==> src/rtl/bsg_vscale_pkg.sv <==
// Array-wide shared types and helpers for the manycore edge logic.
package bsg_vscale_pkg;

    typedef enum logic [1:0] {
        RUN   = 2'd0,
        DRAIN = 2'd1,
        IDLE  = 2'd2
    } bsg_edge_arb_state_e;

    // Width that still yields at least one bit for degenerate sizes.
    function automatic int unsigned safe_clog2(input int unsigned x);
        return (x <= 1) ? 1 : $clog2(x);
    endfunction

endpackage

==> src/rtl/bsg_manycore_edge_arbiter_pick.sv <==
// Combinational round-robin pick: first valid requester after last_i, wrapping.
module bsg_round_robin_pick #(
    parameter int unsigned num_req_p  = 4,
    parameter int unsigned id_width_p = 2
) (
    input  logic [num_req_p-1:0]  v_i,
    input  logic [id_width_p-1:0] last_i,
    output logic [num_req_p-1:0]  grant_o,
    output logic [id_width_p-1:0] id_o
);

    always_comb begin
        logic        found;
        int unsigned idx;
        grant_o = '0;
        id_o    = '0;
        found   = 1'b0;
        idx     = 0;
        for (int unsigned off = 1; off <= num_req_p; off++) begin
            idx = (32'(last_i) + off) % num_req_p;
            if (!found && v_i[idx]) begin
                found        = 1'b1;
                grant_o[idx] = 1'b1;
                id_o         = id_width_p'(idx);
            end
        end
    end

endmodule

==> src/rtl/bsg_manycore_edge_arbiter.sv <==
// Round-robin, credit-gated sharing of one mesh edge injection port with a
// single-entry output buffer and a drain/idle handshake for quiescing.
module bsg_manycore_edge_arbiter
    import bsg_vscale_pkg::*;
#(
    parameter int unsigned num_req_p        = 4,
    parameter int unsigned packet_width_p   = 32,
    parameter int unsigned max_credits_p    = 8,
    parameter bit          overflow_check_p = 1'b1,
    localparam int unsigned credit_width_lp = safe_clog2(max_credits_p + 1),
    localparam int unsigned id_width_lp     = safe_clog2(num_req_p)
) (
    input  logic                                      clk_i,
    input  logic                                      reset_i,
    input  logic [num_req_p-1:0][packet_width_p-1:0]  req_data_i,
    input  logic [num_req_p-1:0]                      req_v_i,
    output logic [num_req_p-1:0]                      req_ready_o,
    output logic [packet_width_p-1:0]                 link_data_o,
    output logic                                      link_v_o,
    input  logic                                      link_ready_i,
    input  logic                                      credit_return_i,
    input  logic                                      drain_i,
    output logic [credit_width_lp-1:0]                out_credits_o,
    output logic                                      idle_o,
    output logic [id_width_lp-1:0]                    grant_id_o
);

    localparam logic [credit_width_lp-1:0] max_credits_lp = credit_width_lp'(max_credits_p);
    localparam logic [id_width_lp-1:0]     last_init_lp   = id_width_lp'(num_req_p - 1);

    bsg_edge_arb_state_e state_q, state_n;

    logic [packet_width_p-1:0]  data_q;
    logic                       v_q;
    logic [credit_width_lp-1:0] credits_q, credits_n;
    logic [id_width_lp-1:0]     last_q, gid_q;

    logic [num_req_p-1:0]   pick_grant;
    logic [id_width_lp-1:0] pick_id;
    logic                   retire, grant_en, accept;

    bsg_round_robin_pick #(
        .num_req_p  (num_req_p),
        .id_width_p (id_width_lp)
    ) pick (
        .v_i     (req_v_i),
        .last_i  (last_q),
        .grant_o (pick_grant),
        .id_o    (pick_id)
    );

    assign retire   = v_q & link_ready_i;
    assign grant_en = !reset_i && (!v_q || link_ready_i) && (credits_q != '0) && (state_q == RUN);
    assign req_ready_o = grant_en ? pick_grant : '0;
    assign accept   = |(req_v_i & req_ready_o);

    always_comb begin
        credits_n = credits_q;
        if (accept && !credit_return_i)
            credits_n = credits_q - 1'b1;
        else if (!accept && credit_return_i && credits_q != max_credits_lp)
            credits_n = credits_q + 1'b1;
    end

    // IDLE is entered on the same edge that brings the last credit home, so
    // the completion test looks at next-cycle credit and buffer values.
    always_comb begin
        state_n = state_q;
        case (state_q)
            RUN:     if (drain_i) state_n = DRAIN;
            DRAIN:   if (!drain_i) state_n = RUN;
                     else if ((!v_q || retire) && credits_n == max_credits_lp) state_n = IDLE;
            IDLE:    if (!drain_i) state_n = RUN;
            default: state_n = RUN;
        endcase
    end

    always_ff @(posedge clk_i) begin
        if (reset_i) begin
            state_q   <= RUN;
            v_q       <= 1'b0;
            data_q    <= '0;
            credits_q <= max_credits_lp;
            last_q    <= last_init_lp;
            gid_q     <= '0;
        end else begin
            state_q   <= state_n;
            credits_q <= credits_n;
            if (accept) begin
                v_q    <= 1'b1;
                data_q <= req_data_i[pick_id];
                last_q <= pick_id;
                gid_q  <= pick_id;
            end else if (retire) begin
                v_q <= 1'b0;
            end
        end
    end

`ifndef SYNTHESIS
    always_ff @(posedge clk_i) begin
        if (overflow_check_p && !reset_i && credit_return_i && !accept && credits_q == max_credits_lp)
            $error("bsg_manycore_edge_arbiter: credit return with all credits home");
    end
`endif

    assign link_v_o      = v_q;
    assign link_data_o   = data_q;
    assign out_credits_o = credits_q;
    assign grant_id_o    = gid_q;
    assign idle_o        = (state_q == IDLE);

endmodule

==> config.mk <==
export PLATFORM = sky130hd
export DESIGN_NAME = bsg_manycore_edge_arbiter
export DESIGN_NICKNAME = d
export VERILOG_FILES = /design/src/rtl/bsg_vscale_pkg.sv /design/src/rtl/bsg_manycore_edge_arbiter_pick.sv /design/src/rtl/bsg_manycore_edge_arbiter.sv
export SDC_FILE = /design/constraint.sdc
export NUM_CORES = 1
export LEC_CHECK = 0
export ABC_AREA = 0
export CORE_UTILIZATION = 38
export DETAILED_ROUTE_END_ITERATION = 7
export GPL_TIMING_DRIVEN = 0
export PLACE_DENSITY_LB_ADDON = 0.1
export SETUP_SLACK_MARGIN = 0.4
export SYNTH_ARGS = -nofsm -noshare
export SYNTH_HDL_FRONTEND = slang
export SYNTH_HIERARCHICAL = 1
export SYNTH_SLANG_ARGS = --single-unit
==> constraint.sdc <==
create_clock -name clk_i -period 4.1 [get_ports clk_i]
set_input_delay 0.82 -clock clk_i [delete_from_list [all_inputs] [get_ports clk_i]]
set_output_delay 0.82 -clock clk_i [all_outputs]
set_load 0.005 [all_outputs]
== Word level (Yosys, flattened, before mapping) ==
Index checks and enable logic that the tools add are counted.

* Register bits: 43
* Bits of input ports: 137
* Logic and storage cells: 100

* $add $sub $neg: 6
* $lt $le $gt $ge: 9
* Equal/unequal tests: 7
* Multiplexer cells: 39
* Bitwise operators: 5
* Reductions and logical operators: 28

{| class="wikitable"
|+ Operators by type and width
! cell !! number
|-
| $bmux W32 S2 || 1
|-
| $mux W32 || 1
|-
| $mux W4 || 7
|-
| $mux W2 || 8
|-
| $lt A2 B3 Y1 const B || 5
|-
| $logic_and A1 B1 Y1 || 14
|-
| $mux W1 || 13
|-
| $or A4 B4 Y4 || 3
|-
| $bmux W1 S2 || 4
|-
| $demux W1 S2 || 4
|-
| $ge A2 B1 Y1 const B || 4
|-
| $logic_not A1 Y1 || 7
|-
| $pmux W2 S3 || 1
|-
| $add A2 B1 Y2 const B || 2
|-
| $add A2 B2 Y2 const B || 2
|-
| $add A4 B1 Y4 const B || 1
|-
| $and A4 B4 Y4 || 1
|-
| $eq A4 B4 Y1 const B || 1
|-
| $ne A2 B2 Y1 const B || 2
|-
| $ne A4 B4 Y1 const B || 1
|-
| $reduce_bool A4 Y1 || 1
|-
| $reduce_or A4 Y1 || 1
|-
| $sub A4 B1 Y4 const B || 1
|-
| $ne A3 B3 Y1 const B || 1
|-
| 7 further kinds || 8
|}

== Logic depth before layout (Yosys ltp) ==
Gate-level depths: netlist (run 1).

* Depth in word-level cells: 26
* Gate-level depth with buffers: 15

== By module ==
The synthesis (run 1) kept the hierarchy.

{| class="wikitable"
|+ Modules (own cells, without submodules)
! module !! instances !! cells an instance !! area each (µm²) !! sequential area each (µm²)
|-
| bsg_manycore_edge_arbiter || 1 || 257 || 2489.9 || 860.8
|-
| bsg_round_robin_pick || 1 || 59 || 490.5 || 0.0
|}

== Worst setup path before layout (run 1) ==
No wires, ideal clock.

* Kind: register to register
* Start: reg last_q[0]
* End: reg state_q[0]
* Data arrival time: 3099 ps
* Required time: 3970 ps
* Setup slack: 871 ps
* Stages on the path, launching flop included: 16
* Path buffers: 2
* Clock period less this slack: 3229 ps
* Cell sequence: dfxtp_1 > buf_4 > inv_1 > ha_1 > mux4_2 > nand2_1 > o21ai_1 > a221o_1 > a22oi_1 > nand2_1 > and2_4 > buf_6 > mux2i_1 > xor2_1 > nand4_1 > nor4b_2

* Longest elaborated chain between the ends: 25
* Elaborated cells on any way between the ends: 61

{| class="wikitable"
|+ Ends and longest elaborated chain
! item !! line !! RTL
|-
| start: declaration || bsg_manycore_edge_arbiter.sv:36 || <nowiki>logic [id_width_lp-1:0] last_q, gid_q;</nowiki>
|-
| start signal: assignment || bsg_manycore_edge_arbiter.sv:84 || <nowiki>last_q <= last_init_lp;</nowiki>
|-
| start signal: assignment || bsg_manycore_edge_arbiter.sv:92 || <nowiki>last_q <= pick_id;</nowiki>
|-
| parallel branches: the longest is 12 deep, another holds $lt A2 B3 Y1 || n/a ||
|-
| $mux W4 (*) || bsg_manycore_edge_arbiter_pick.sv:21 || <nowiki>if (!found && v_i[idx]) begin</nowiki>
|-
| net pick_grant[0] || bsg_manycore_edge_arbiter.sv:38 || <nowiki>logic [num_req_p-1:0] pick_grant;</nowiki>
|-
| $mux W4 (*) || bsg_manycore_edge_arbiter.sv:54 || <nowiki>assign req_ready_o = grant_en ? pick_grant : '0;</nowiki>
|-
| $and A4 B4 Y4 (*) || bsg_manycore_edge_arbiter.sv:55 || <nowiki>assign accept = |(req_v_i & req_ready_o);</nowiki>
|-
| $reduce_or A4 Y1 (*) || bsg_manycore_edge_arbiter.sv:55 ||
|-
| $logic_not A1 Y1 || bsg_manycore_edge_arbiter.sv:61 || <nowiki>else if (!accept && credit_return_i && credits_q != max_credits_lp)</nowiki>
|-
| $logic_and A1 B1 Y1 (2 in a row) || bsg_manycore_edge_arbiter.sv:61 ||
|-
| $mux W4 || bsg_manycore_edge_arbiter.sv:61 ||
|-
| $mux W4 (*) || bsg_manycore_edge_arbiter.sv:59 || <nowiki>if (accept && !credit_return_i)</nowiki>
|-
| $eq A4 B4 Y1 (*) || bsg_manycore_edge_arbiter.sv:72 || <nowiki>else if ((!v_q || retire) && credits_n == max_credits_lp) state_n = IDLE;</nowiki>
|-
| $logic_and A1 B1 Y1 (*) || bsg_manycore_edge_arbiter.sv:72 ||
|-
| $ne A3 B3 Y1 (no source line) (*) || n/a ||
|-
| $reduce_and A3 Y1 (no source line) (*) || n/a ||
|-
| end signal: assignment || bsg_manycore_edge_arbiter.sv:87 || <nowiki>state_q <= state_n;</nowiki>
|-
| end: declaration || bsg_manycore_edge_arbiter.sv:31 || <nowiki>bsg_edge_arb_state_e state_q, state_n;</nowiki>
|}

Mark *: on every way through the listed nets, which the timed path passes. The select of a mux whose other input is x is not followed.
A chain may end at the register's enable or synchronous reset.

== Worst setup path after layout (run 1) ==
* Start: in req_v_i[1]
* End: reg state_q[0]

* Longest elaborated chain between the ends: 24
* Elaborated cells on any way between the ends: 37

{| class="wikitable"
|+ Ends and longest elaborated chain
! item !! line !! RTL
|-
| start: declaration || bsg_manycore_edge_arbiter.sv:16 || <nowiki>input logic [num_req_p-1:0] req_v_i,</nowiki>
|-
| $bmux W1 S2 || bsg_manycore_edge_arbiter_pick.sv:21 ||
|-
| $mux W1 (implied by the code) || bsg_manycore_edge_arbiter_pick.sv:21 ||
|-
| $mux W1 || bsg_manycore_edge_arbiter_pick.sv:21 ||
|-
| $logic_not A1 Y1 || bsg_manycore_edge_arbiter_pick.sv:21 ||
|-
| $logic_and A1 B1 Y1 || bsg_manycore_edge_arbiter_pick.sv:21 ||
|-
| $mux W1 || bsg_manycore_edge_arbiter_pick.sv:21 ||
|-
| $logic_not A1 Y1 || bsg_manycore_edge_arbiter_pick.sv:21 ||
|-
| $logic_and A1 B1 Y1 || bsg_manycore_edge_arbiter_pick.sv:21 ||
|-
| [... 4 more ...] || n/a ||
|-
| net pick_grant[2] || bsg_manycore_edge_arbiter.sv:38 ||
|-
| [... 3 more ...] || n/a ||
|-
| $logic_not A1 Y1 || bsg_manycore_edge_arbiter.sv:61 ||
|-
| $logic_and A1 B1 Y1 (2 in a row) || bsg_manycore_edge_arbiter.sv:61 ||
|-
| $mux W4 || bsg_manycore_edge_arbiter.sv:61 ||
|-
| $mux W4 (*) || bsg_manycore_edge_arbiter.sv:59 ||
|-
| $eq A4 B4 Y1 (*) || bsg_manycore_edge_arbiter.sv:72 ||
|-
| $logic_and A1 B1 Y1 (*) || bsg_manycore_edge_arbiter.sv:72 ||
|-
| $ne A3 B3 Y1 (no source line) (*) || n/a ||
|-
| $reduce_and A3 Y1 (no source line) (*) || n/a ||
|}

The timed path passes the listed nets; every way through them passes the cells marked *. The select of a mux whose other input is x is not followed.

==> results.md, run 1 <==
- Setup violations remaining at the end of the flow were counted as 0.
- The synthesized design contains 0 enable-type register cells.
- The tree is rooted in a sky130_fd_sc_hd__clkbuf_8.
- After detailed routing, the number of remaining DRC violations is 0.
- The placed cell count is 594.
- Counting the buffers created by CTS gives 5.
- The global-route wire length before repair is 15900 µm.
- The standard-cell row count is 31.
- For this run the aggregate overflow at the end of global routing stands at 0.
- The routed length per placed instance is 15.8 µm.
- The slowest stage cell on the critical path is sky130_fd_sc_hd__mux4_2.
- Synthesis produced a netlist with a net count of 463.
- The count of placed standard cells in the final layout, fillers left out is 607.
- The level count of the clock H-tree is 2.
- The critical-path maximum fanout is 10.
- The setup TNS after final layout is 0 ns.
- The final wirelength is 9610 µm.
- The minimum period implied by the final worst setup slack is 3.57 ns.
- In this design, the stage delay of the slowest critical-path cell is 0.63 ns.
- The clock passes through at most 2 buffers.
- The total of max-cap violations is 0.
- The floorplan step defined a die boundary enclosing 8200 µm².
- The placer congestion estimate is 0.837.
- The remaining antenna violation count after routing is 0.
- Across all register-to-register paths, the minimum setup slack is 0.61 ns.
- For this run, asynchronously set or reset flops after synthesis account for 0%.
- For this run, the detailed router's first-pass iteration total came to 4.
- In this run, the number of DRC markers left after iteration 0 of detailed routing was 92.
- The sequential area share after synthesis is 28.9%.
- The average cell area after synthesis is 9.43 µm².
- The post-detailed-route via-to-cell ratio is 5.25.
- The count of unique library cells instantiated by Yosys is 51.
- STA classifies the critical path startpoint as an input pin.
- Entering global routing, the biggest net connects 15 pins.
- The most common cell type on the critical path is sky130_fd_sc_hd__nand2_1.
- The highest clock rate is 280 MHz.
- Global routing used 24.1% of the available tracks across all layers.
- The layout overhead on the synthesized area is 70.9%.
- The region available for standard cell placement spans 7410 µm².
- The number of placed I/O pins is 181.
- The worst path uses 87.2% of the clock period.
- For the final database, setup skew stands at 0.00492 ns.
- The analysis attributes to cell leakage a power of 1.85 nW.
- The number of slew-limit violations in the final report is 0.
- The number of global-route vias before repair came to 3394.
- The mapped netlist covers 2980 µm².
- The clock sink count is 43.
- Power spread over the standard cell area amounts to 713 nW/µm².
- TritonCTS built the clock tree.
- The initial antenna violation count is 0.
- The layout has 621 filler cells.
- The total of warnings raised by yosys is 6.
- Setup repair after global routing left no endpoint under its margin.
- The initial utilization of the core area, before any placement, comes to 40.2%.
- The synthesized instance count is 316.
- The detailed-route via count is 3184.
- The repair_antennas step left the layout with diodes totalling 0.
- The CTS clock-pin slew for the worst setup and hold paths is 0.08 ns.
- At the later pin of the worst-skew pair, clock insertion delay measures 0.29 ns.
- In this run the vertical extent of the chip is 90.6 µm.
- For this run, the leading register cell type out of synthesis is sky130_fd_sc_hd__dfxtp_1.
- The classification of the worst-slack hold path is reg2reg.
- The worst pin sits at a relative slew slack of 57.6%.
- The arrival time at the worst endpoint is 3.75 ns.
- The final layout contains 654 nets.
- Input and output buffers added on the ports amount to 179.
- The synthesized design contains 43 register bits.
- The critical path is of the in2reg type.
- The critical path endpoint category is a flop.
- The HPWL after detailed placement is 7710 µm.
- The fraction of layout cells with a size suffix above 1 is 15.2%.
- The library cell used most frequently in the layout, excluding fill and tap cells, is sky130_fd_sc_hd__clkdlybuf4s50_1.
- The signal on the critical path passes through dlygate4sd2_1 > mux4_2 > nand2_1 > o21ai_1 > a221o_1 > buf_4 > a22oi_1 > nand2_1 > and2_4 > buf_6 > mux2i_1 > xor2_1 > nand4_1 > nor4b_2.
- The final-report hold violation count is 0.
- The peak ir drop on the vdd network is 0.000593 V.
- For the worst setup path, the data required time is 4.27 ns.
- Measured along the x axis, the die boundary spans 90.6 µm.
- The flow ran to the end, and the final reports show no timing, DRC or antenna violations.
- At the pin with the least slew margin, the transition time is 0.629 ns.
- The library cells used most frequently in the layout, excluding fill and tap cells, are sky130_fd_sc_hd__clkdlybuf4s50_1, sky130_fd_sc_hd__nand2_1, sky130_fd_sc_hd__a21oi_1, sky130_fd_sc_hd__dfxtp_1, sky130_fd_sc_hd__mux4_2.
## metal layers
layer	GRT usage [%]	wire length [µm]	part of all wire [%]	vias to the layer above
met5	0	0	0	-
met1	26.8	3680	38	1523
met4	5.65	121	1.3	0
met2	45.8	5140	53	113
met3	5.81	678	7.1	10
li1	-	-	-	1538
## path summary, 6_finish.rpt
kind / start / to / depth (start not counted)
worst max-delay path: req_v_i[1] / state_q[0] / 14
worst min-delay path: link_data_o[13] / link_data_o[13] / 2
worst max register to register: last_q[0] / state_q[0] / 16
worst min register to register: link_data_o[13] / link_data_o[13] / 2
## per-stage QoR
| step | util [%] | setup slack (ns) | hold slack (ns) | cell area (µm²) | power (mW) |
|---|---|---|---|---|---|
| after floorplan | - | 0.871 | 0.453 | 2980 | 2.39 |
| after global placement | 66.1 | 0.0852 | 0.442 | 4900 | 3.17 |
| after detailed placement | 66.1 | 0.0285 | 0.449 | 4900 | 3.21 |
| after CTS | 68.3 | 0.464 | 0.457 | 5060 | 3.60 |
| after global routing | 68.7 | 0.415 | 0.483 | 5090 | 3.92 |
| final | 68.7 | 0.526 | 0.456 | 5090 | 3.63 |
## state kept, by name (all words and copies together), names as in the netlist
name           flops
grant_id_o         2
last_q             2
link_data_o       32
link_v_o           1
out_credits_o      4
state_q            2
## area by class of cell
| class | instances | area (µm²) | share of cell area (%) |
|---|---|---|---|
| clock inverter | 3 | 43.8 | 0.860 |
| timing repair buffer | 183 | 1810 | 35.5 |
| buffer | 25 | 138 | 2.70 |
| tap | 99 | 124 | 2.43 |
| multi-input combinational | 242 | 2020 | 39.6 |
| clock buffer | 5 | 68.8 | 1.35 |
| sequential | 43 | 866 | 17.0 |
| inverter | 7 | 26.3 | 0.516 |
## what timing repair did
action / 4_1_cts / 5_1_grt
hold buffers: 0 / 0
gates resized for setup: 11 / 16
pin swaps: 5 / 0
buffers inserted: 4 / 0
setup endpoints to repair: 33 / 36
cloned: 1 / 0
## Yosys cell counts (all sizes together), types with 2 or more instances
cell    number  area [µm²]
mux4        34         766
dfxtp       43         861
nor3b        2        15.0
and2         6        40.0
a21oi       41         205
mux2i        3        30.0
inv          6        22.5
nand2       84         315
nor3         3        15.0
nor2         9        36.3
buf         12        76.3
ha          10         125
nand4        4        25.0
nand2b       2        12.5
o41ai        2        32.5
and3b        2        17.5
a22oi        4        35.0
o21ai        8        40.0
and2b        2        17.5
a221o        4        40.0
clkbuf      13        48.8
## cells by family (layout without fill, tap and decap cells)
family,Yosys count,count (layout),share of synthesized area [%]
AND/OR/NAND/NOR,123,123,19.1
AO/OA/AOI/OAI,68,68,15.0
flip-flops,43,43,28.9
multiplexers,38,39,27.1
buffers and inverters,32,223,5.08
adder cells (fa/ha/maj),10,10,4.20
XOR/XNOR,2,2,0.588
## where the power goes
group          switching (mW)  leakage (nW)  total [mW]  internal (mW)
registers               0.121         0.350       0.707          0.585
logic                    1.17          1.45        2.60           1.43
clock network           0.145        0.0581       0.327          0.181
total                    1.43          1.85        3.63           2.20
## worst max-delay path: cells and delay by family
kind / cells / cell delay [ns]
buf+inv: 3 / 0.64
simple gates: 5 / 0.73
mux: 2 / 0.81
compound gates: 3 / 0.51
xor+xnor: 1 / 0.24
No activity file was read; power rests on OpenSTA's default activity.
==> inputs of run 2 (changes only) <==
- CORE_MARGIN: unset -> 10
==> run 2 against run 1 <==
Against the previous run:
- total power decreased by 1.3%
- first-iteration DRC count increased by 50%
- critical path type unchanged
- sequential power decreased by 1%
- via count increased by 0.69%
- highest routed layer unchanged
- die area increased by 44%
- cell count increased by 0.99%
==> results.md, run 2 (synthesized netlist as in run 1, its figures left out) <==
- STA classifies the critical path endpoint as a flop.
- The critical path required time was 4.26 ns (about the same).
- The placer congestion estimate is 0.795 (-5.0%).
- The worst relative slew slack is 68.1% (+11 points).
- The signal on the critical path passes through dlygate4sd2_1 > buf_6 > mux4_2 > nand2_1 > o21ai_1 > a221o_1 > buf_4 > buf_4 > a22oi_1 > nand2_1 > and2_4 > buf_6 > mux2i_2 > xor2_1 > nand4_1 > nor4b_2.
- The minimum period implied by the final worst setup slack is 3.62 ns (+0.0493 ns).
- The largest net degree at the start of global routing came to 13 (-2).
- The post-detailed-route via-to-cell ratio is 5.23 (-0.29%).
- STA classifies the critical path startpoint as an input pin.
- The die span in y is 109 µm (+20%).
- The top cell types in the final layout, fill and taps aside, are sky130_fd_sc_hd__clkdlybuf4s50_1, sky130_fd_sc_hd__nand2_1, sky130_fd_sc_hd__a21oi_1, sky130_fd_sc_hd__dfxtp_1, sky130_fd_sc_hd__mux4_2.
- The final layout net count is 657 (+0.46%).
- The global router's overall resource usage came to 18.4% (-5.7 points).
- The effective utilization at floorplan came to 38.8% (-1.5 points).
- The ratio of total power to cell area is 701 nW/µm² (-1.6%).
- Setup repair after global routing left no endpoint under its margin.
- The TritonCTS clock tree is done.
- The tightest min-delay check is of the reg2reg type.
- The CTS clock-pin slew for the worst setup and hold paths came to 0.08 ns (about the same).
- The final-report hold violation count is 0 (unchanged).
- The number of slew-limit violations in the final report is 0 (unchanged).
- The area of the die is 11800 µm² (+44%).
- The detailed-route via count came to 3206 (+0.69%).
- The post-route worst hold slack is 0.454 ns (-0.00182 ns).
- The count of unresolved DRC violations after routing is 0 (unchanged).
- The number of buffers between clock root and the deepest sink is 2 (unchanged).
- The critical-path maximum fanout is 11 (+1).
- The library cell used most frequently in the layout, excluding fill and tap cells, is sky130_fd_sc_hd__clkdlybuf4s50_1.
- The setup-violating endpoint count in the final report is 0 (unchanged).
- The total of max-cap violations is 0 (unchanged).
- The arrival time at the worst endpoint is 3.78 ns (+0.03 ns).
- The detailed-placement wirelength estimate is 9200 µm (+19%).
- The initial antenna violation count was 0 (unchanged).
- The highest clock rate is 276 MHz (-1.4%).
- The clock sink count is 43 (unchanged).
- The routed length per placed instance is 18.1 µm (+14%).
- The standard-cell row count is 32 (+3.2%).
- The number of placed I/O pins is 181 (unchanged).
- Compared with the post-synthesis result, the final layout area differs by 71.3%.
- The final wirelength came to 11100 µm (+15%).
- The number of fill cells in the layout is 633 (+1.9%).
- The count of placed standard cells in the final layout, fillers left out was 613 (+0.99%).
- The count of routing violations after the opening detailed-route iteration was 138 (+50%).
- The clock insertion delay at the later pin of the skew report came to 0.28 ns (about the same).
- The delay of the slowest critical-path stage is 0.55 ns (-0.08 ns).
- The flow ran to the end, and the final reports show no timing, DRC or antenna violations.
- The length of the first detailed-routing pass in iterations is 4 (unchanged).
- The startpoint-to-endpoint class of the critical path is in2reg.
- The fraction of layout cells with a size suffix above 1 is 15.9% (+0.69 points).
- The level count of the clock H-tree is 2 (unchanged).
- The placed cell count was 597 (+0.51%).
- The number of flip-flops under the largest register name is 32 (unchanged).
- The clock skew is 0.00514 ns (+0.000213 ns).
- The final cycle utilization of the critical path was 88.4% (+1.2 points).
- The tree is rooted in a sky130_fd_sc_hd__clkbuf_8.
- The peak ir drop on the vdd network is 0.000368 V (-38%).
- The number of global-route vias before repair is 3372 (-0.65%).
- The global-route wire length before repair is 17300 µm (+8.9%).
- The floorplan core area is 7690 µm² (+3.8%).
- Among all stages on the critical path, the largest delay is contributed by sky130_fd_sc_hd__mux4_2.
- The die boundary width is 109 µm (+20%).
- The antenna diode count is 0 (unchanged).
- The number of buffers created by CTS is 5 (unchanged).
- The overall power of the completed layout is 3.58 mW (-1.3%).
- The remaining antenna violation count after routing is 0 (unchanged).
- The final global-route overflow total is 0 (unchanged).
- The count of buffers from port buffering was 179 (unchanged).
- The measured slew at the worst slew-check pin is 0.477 ns (-0.153 ns).
- The static leakage power is 1.92 nW (+3.3%).
[run 2: layout make-up]
| type | count | area (µm²) | share of cell area, % |
|---|---|---|---|
| multi-input cells | 242 | 2020 | 39.6 |
| repair buffers | 186 | 1850 | 36.2 |
| flip-flops and latches | 43 | 866 | 17.0 |
| plain buffers | 25 | 134 | 2.62 |
| well taps | 102 | 128 | 2.50 |
| clock buffers | 7 | 76.3 | 1.50 |
| inverters | 7 | 26.3 | 0.515 |
| clock inverters | 1 | 5.00 | 0.0980 |
[run 2: through the flow]
step / setup slack [ns] / instance area (µm²) / utilization [%] / TNS (ns)
finish: 0.477 / 5100 / 66.4 / 0
global route: 0.385 / 5100 / 66.4 / 0
floorplan: 0.871 / 2980 / - / 0
detailed placement: -0.0639 / 4900 / 63.7 / -0.742
CTS: 0.394 / 5040 / 65.5 / 0
global placement: 0.0198 / 4900 / 63.7 / 0
[run 2: path summary, 6_finish.rpt]
kind,startpoint,endpoint,slack (ns),depth (start not counted)
max,req_v_i[2],state_q[0],0.48,16
min,link_data_o[9],link_data_o[9],0.45,2
max reg2reg,last_q[0],state_q[0],0.55,17
min reg2reg,link_data_o[9],link_data_o[9],0.45,2
[run 2: routing by layer]
metal	vias up	GRT usage (%)	share of wire [%]
met3	12	9.46	11
li1	1536	-	-
met1	1523	19.8	37
met2	135	31.7	51
met5	-	0	0
met4	0	3.95	1.5
[run 2: worst max-delay path: cells and delay by family]
| family | cells | cell delay, ns |
|---|---|---|
| AO/OA/AOI/OAI | 3 | 0.47 |
| AND/OR/NAND/NOR | 5 | 0.75 |
| multiplexers | 2 | 0.75 |
| XOR/XNOR | 1 | 0.20 |
| buffers and inverters | 5 | 0.80 |
[run 2: what timing repair did]
action,in CTS,in global routing
pin swaps,1,5
gates cloned,1,0
setup endpoints to repair,33,40
gates resized for setup,10,20
hold buffers,0,0
buffers inserted,2,5
[run 2: where the power goes]
part | internal [mW] | switching [mW] | leakage (nW)
Clock | 0.120 | 0.137 | 0.0422
Combinational | 1.43 | 1.19 | 1.52
Sequential | 0.585 | 0.115 | 0.350
Total | 2.14 | 1.44 | 1.92
==> inputs of run 3 (changes only) <==
- CORE_UTILIZATION: 38 -> 40
- SYNTH_HIERARCHICAL: 1 -> unset
==> run 3 against run 2 <==
Against the previous run:
- combinational power about the same
- via count up 38%
- largest cell class unchanged
- setup slack lost 0.068 ns
- fmax decreased by 1.8%
- worst hold slack improved by 0.0039 ns
- critical path depth is 7 lower
- cell count is 35% higher
- core utilization up 2.6 points
==> results.md, run 3 <==
- The area after detailed placement is 5310 µm² (+8.4%).
- The launching element type of the critical path is an input pin.
- After synthesis, the cell types taking the most area are sky130_fd_sc_hd__dfxtp_1, sky130_fd_sc_hd__nand2_1, sky130_fd_sc_hd__nand3_1, sky130_fd_sc_hd__a21oi_1, sky130_fd_sc_hd__ha_1.
- The post-place setup slack was -0.181 ns (-0.117 ns).
- The area of the die came to 12500 µm² (+6.5%).
- In the synthesized netlist, the cells that appear most often are sky130_fd_sc_hd__nand2_1, sky130_fd_sc_hd__nand3_1, sky130_fd_sc_hd__dfxtp_1.
- The critical path required time was 3.28 ns (-0.98 ns).
- The peak ir drop on the vdd network is 0.000296 V (-20%).
- The critical-path maximum fanout is 3 (-8).
- Setup repair after global routing could not meet its margin everywhere.
- The final-report hold violation count is 0 (unchanged).
- The arrival time at the worst endpoint was 2.87 ns (-0.91 ns).
- In this run the critical register-to-register path is captured at link_data_o[19].
- The total of flip-flops plus latches after synthesis is 43 (unchanged).
- The count of cells along the worst register-to-register path is 14 (-3).
- The net switching power was 1.73 mW (+20%).
- The most numerous cell type found on the critical path is sky130_fd_sc_hd__buf_4.
- For this run, the leading register cell type out of synthesis is sky130_fd_sc_hd__dfxtp_1.
- The minimum period implied by the final worst setup slack is 3.69 ns (+0.0682 ns).
- The post-detailed-route via-to-cell ratio is 5.34 (+2.2%).
- The final cycle utilization of the critical path was 90.0% (+1.7 points).
- The worst flop-to-flop path startpoint is last_q[0].
- Of all cell types, the one taking the most synthesized area is sky130_fd_sc_hd__dfxtp_1.
- The level count of the clock H-tree is 2 (unchanged).
- The worst setup path startpoint is req_v_i[0].
- The synthesized instance count is 516 (+63%).
- The number of global-route vias before repair is 4335 (+29%).
- The count of unresolved DRC violations after routing is 0 (unchanged).
- The post-route standard cell area excluding fillers was 5670 µm² (+11%).
- The total of max-cap violations came to 0 (unchanged).
- The count of buffers from port buffering is 179 (unchanged).
- The number of buffers created by CTS is 5 (unchanged).
- The initial antenna violation count is 0 (unchanged).
- The largest net degree at the start of global routing is 16 (+3).
- The total of warnings raised by yosys was 0 (-6).
- The detailed-placement wirelength estimate is 11100 µm (+21%).
- The clock sink count is 43 (unchanged).
- The global-route wire length before repair is 22100 µm (+28%).
- The path class of the tightest hold or removal check is reg2reg.
- The placer congestion estimate was 0.816 (+2.7%).
- In this run the clock root is driven by a sky130_fd_sc_hd__clkbuf_8.
- The fraction of layout cells with a size suffix above 1 is 10.9% (-4.9 points).
- The part of the total power dissipated in the clock network is 7.9% (+0.7 points).
- The detailed-route via count came to 4431 (+38%).
- The measured slew at the worst slew-check pin was 0.581 ns (+0.104 ns).
- The highest clock rate was 271 MHz (-1.8%).
- The sequential area share after synthesis is 25.4% (-3.5 points).
- The floorplan core area is 8220 µm² (+6.9%).
- The count of routing violations after the opening detailed-route iteration came to 200 (+45%).
- Leaving out fill and tap cells, the most frequent cell in the layout is sky130_fd_sc_hd__clkdlybuf4s50_1.
- The number of stages on the worst hold path came to 2 (unchanged).
- The fraction of power spent switching nets is 47.9% (+7.7 points).
- The proportion of synthesized flip-flops having asynchronous set or reset is 0% (unchanged).
- The area share of the largest cell type after synthesis is 25.4% (-3.5 points).
- The startpoint of the tightest hold check path is link_data_o[4].
- The ratio of total power to cell area is 636 nW/µm² (-9.3%).
- The count of unique library cells instantiated by Yosys was 56 (+9.8%).
- The remaining antenna violation count after routing is 0 (unchanged).
- The clock skew is 0.0113 ns (+0.00616 ns).
- The worst setup path is of the in2out kind.
- The clock insertion delay at the later pin of the skew report is 0.30 ns (+0.02 ns).
- The top cell types in the final layout, fill and taps aside, are sky130_fd_sc_hd__clkdlybuf4s50_1, sky130_fd_sc_hd__nand2_1, sky130_fd_sc_hd__nand3_1.
- The length of the first detailed-routing pass in iterations is 5 (+1).
- TritonCTS built the clock tree.
- The global router's overall resource usage is 21.0% (+2.6 points).
- The final global-route overflow total was 0 (unchanged).
- The flow ran to the end, and the final reports show no timing, DRC or antenna violations.
- The combinational share of power was 72.9% (-0.4 points).
- The delay of the slowest critical-path stage was 0.53 ns (-0.02 ns).
- The antenna diode count is 0 (unchanged).
- The routed length per placed instance is 17.5 µm (-3.5%).
- The number of slew-limit violations in the final report is 0 (unchanged).
- The effective utilization at floorplan was 41.2% (+2.5 points).
- The die span in y came to 112 µm (+3.2%).
- The number of placed I/O pins is 181 (unchanged).
- The worst-case setup margin in the final layout was 0.409 ns (-0.0682 ns).
- From synthesis to final layout, the design area changed by 67.4%.
- Walking the worst path, the cells encountered are clkdlybuf4s50_1 > or3b_4 > a2111oi_4 > or2_4 > buf_4 > buf_4 > nand2_1 > a21oi_1 > buf_2.
- The setup slack of the most critical reg-to-reg path was 0.58 ns (+0.03 ns).
- The most common cell in the synthesized netlist is sky130_fd_sc_hd__nand2_1.
- The cell internal power dissipation is 1.88 mW (-12%).
- The setup-violating endpoint count in the final report is 0 (unchanged).
- The final layout net count is 870 (+32%).
- The final wirelength was 14500 µm (+31%).
- The worst hold path terminates at link_data_o[4].
- The slowest stage cell on the critical path is sky130_fd_sc_hd__clkdlybuf4s50_1.
- The number of buffers between clock root and the deepest sink came to 2 (unchanged).
- The CTS clock-pin slew for the worst setup and hold paths is 0.09 ns (about the same).
- The number of enable flip-flop cells after synthesis is 0 (unchanged).
- The sequential share of power is 19.2% (-0.4 points).
- The static leakage power is 2.33 nW (+22%).
- The average cell area after synthesis came to 6.56 µm² (-30%).
- The summed instance area of the synthesized netlist is 3390 µm² (+14%).
- The worst relative slew slack is 61.3% (-6.8 points).
- The critical path endpoint category is an output port.
- The die boundary width is 112 µm (+3.2%).
- The number of flip-flops under the largest register name is 32 (unchanged).
- The standard-cell row count is 33 (+3.1%).
- The synthesized netlist net count is 663 (+43%).
## run 3: cell count changes in the layout (fill, tap and decap cells not counted), sizes merged, moves of 4 or more
cell,delta
mux2i,+6
and2,-5
a21o,+4
nand3,+97
o22ai,+4
nand3b,+4
o21ai,-5
buf,+28
nor2,+9
nand2b,+4
nand2,+86
mux4,-32
inv,+8
## run 3: critical path: cells and delay by family
kind / cells / cell delay (ns)
AND/OR/NAND/NOR: 3 / 0.66
AO/OA/AOI/OAI: 2 / 0.52
buffers and inverters: 4 / 0.88
## run 3: area by class of cell
type	instances	area (µm²)
buffer	39	216
clock buffer	5	68.8
clock inverter	3	23.8
fill	717	2550
inverter	13	48.8
multi-input combinational	421	2370
sequential	43	868
tap	105	131
timing repair buffer	200	1940
## run 3: per-stage QoR
step                      power, mW  util [%]  setup TNS, ns  instances  hold WS [ns]
after floorplan                2.20         -              0        516         0.453
after global placement         3.06      64.6         -0.170        800         0.442
after detailed placement       3.11      64.6         -0.710        800         0.447
after CTS                      3.50      67.8              0        824         0.460
after global routing           3.90      69.0              0        829         0.479
final                          3.61      69.0              0        829         0.458
## run 3: worst max-delay path by stage
stage / endpoint / slack [ns] / depth (start not counted)
floorplan: state_q[0] / 0.44 / 13
detailed placement: req_ready_o[1] / -0.18 / 11
global placement: req_ready_o[1] / -0.1 / 11
global route: req_ready_o[2] / 0.32 / 9
CTS: req_ready_o[1] / 0.23 / 8
finish: req_ready_o[2] / 0.41 / 9
## run 3: kinds of logic (layout without fill, tap and decap cells)
group,count (synthesis),after routing,synth area share [%]
muxes,13,13,4.99
xor gates and xnor gates,2,2,0.517
and+or+nand+nor,317,317,41.7
adders and majority gates,10,10,3.69
AOI/OAI and AO/OA,79,79,16.8
DFF,43,43,25.4
buffers and inverters,52,260,6.87
## run 3: what timing repair did
action                     4_1_cts  5_1_grt
pin swaps                        4        1
hold endpoints to repair         0        0
setup endpoints to repair       47       42
hold buffers                     0        0
cloned                           0        0
resized for setup               26       24
setup buffers                   16        5
## run 3: power groups by stage
stage / Clock [mW] / Combinational (mW) / Sequential [mW]
after CTS: 0.289 / 2.52 / 0.688
after global routing: 0.303 / 2.89 / 0.713
after detailed placement: 0 / 2.41 / 0.698
after floorplan: 0 / 1.50 / 0.692
after global placement: 0 / 2.37 / 0.690
final: 0.285 / 2.63 / 0.693
## run 3: metal layers
layer / wire length, µm / GRT usage (%) / vias to the layer above
met1: 5470 / 22.6 / 2037
met3: 1530 / 9.21 / 16
met4: 228 / 4.57 / 0
li1: - / - / 2187
met5: 0 / 0 / -
met2: 7250 / 37.4 / 191
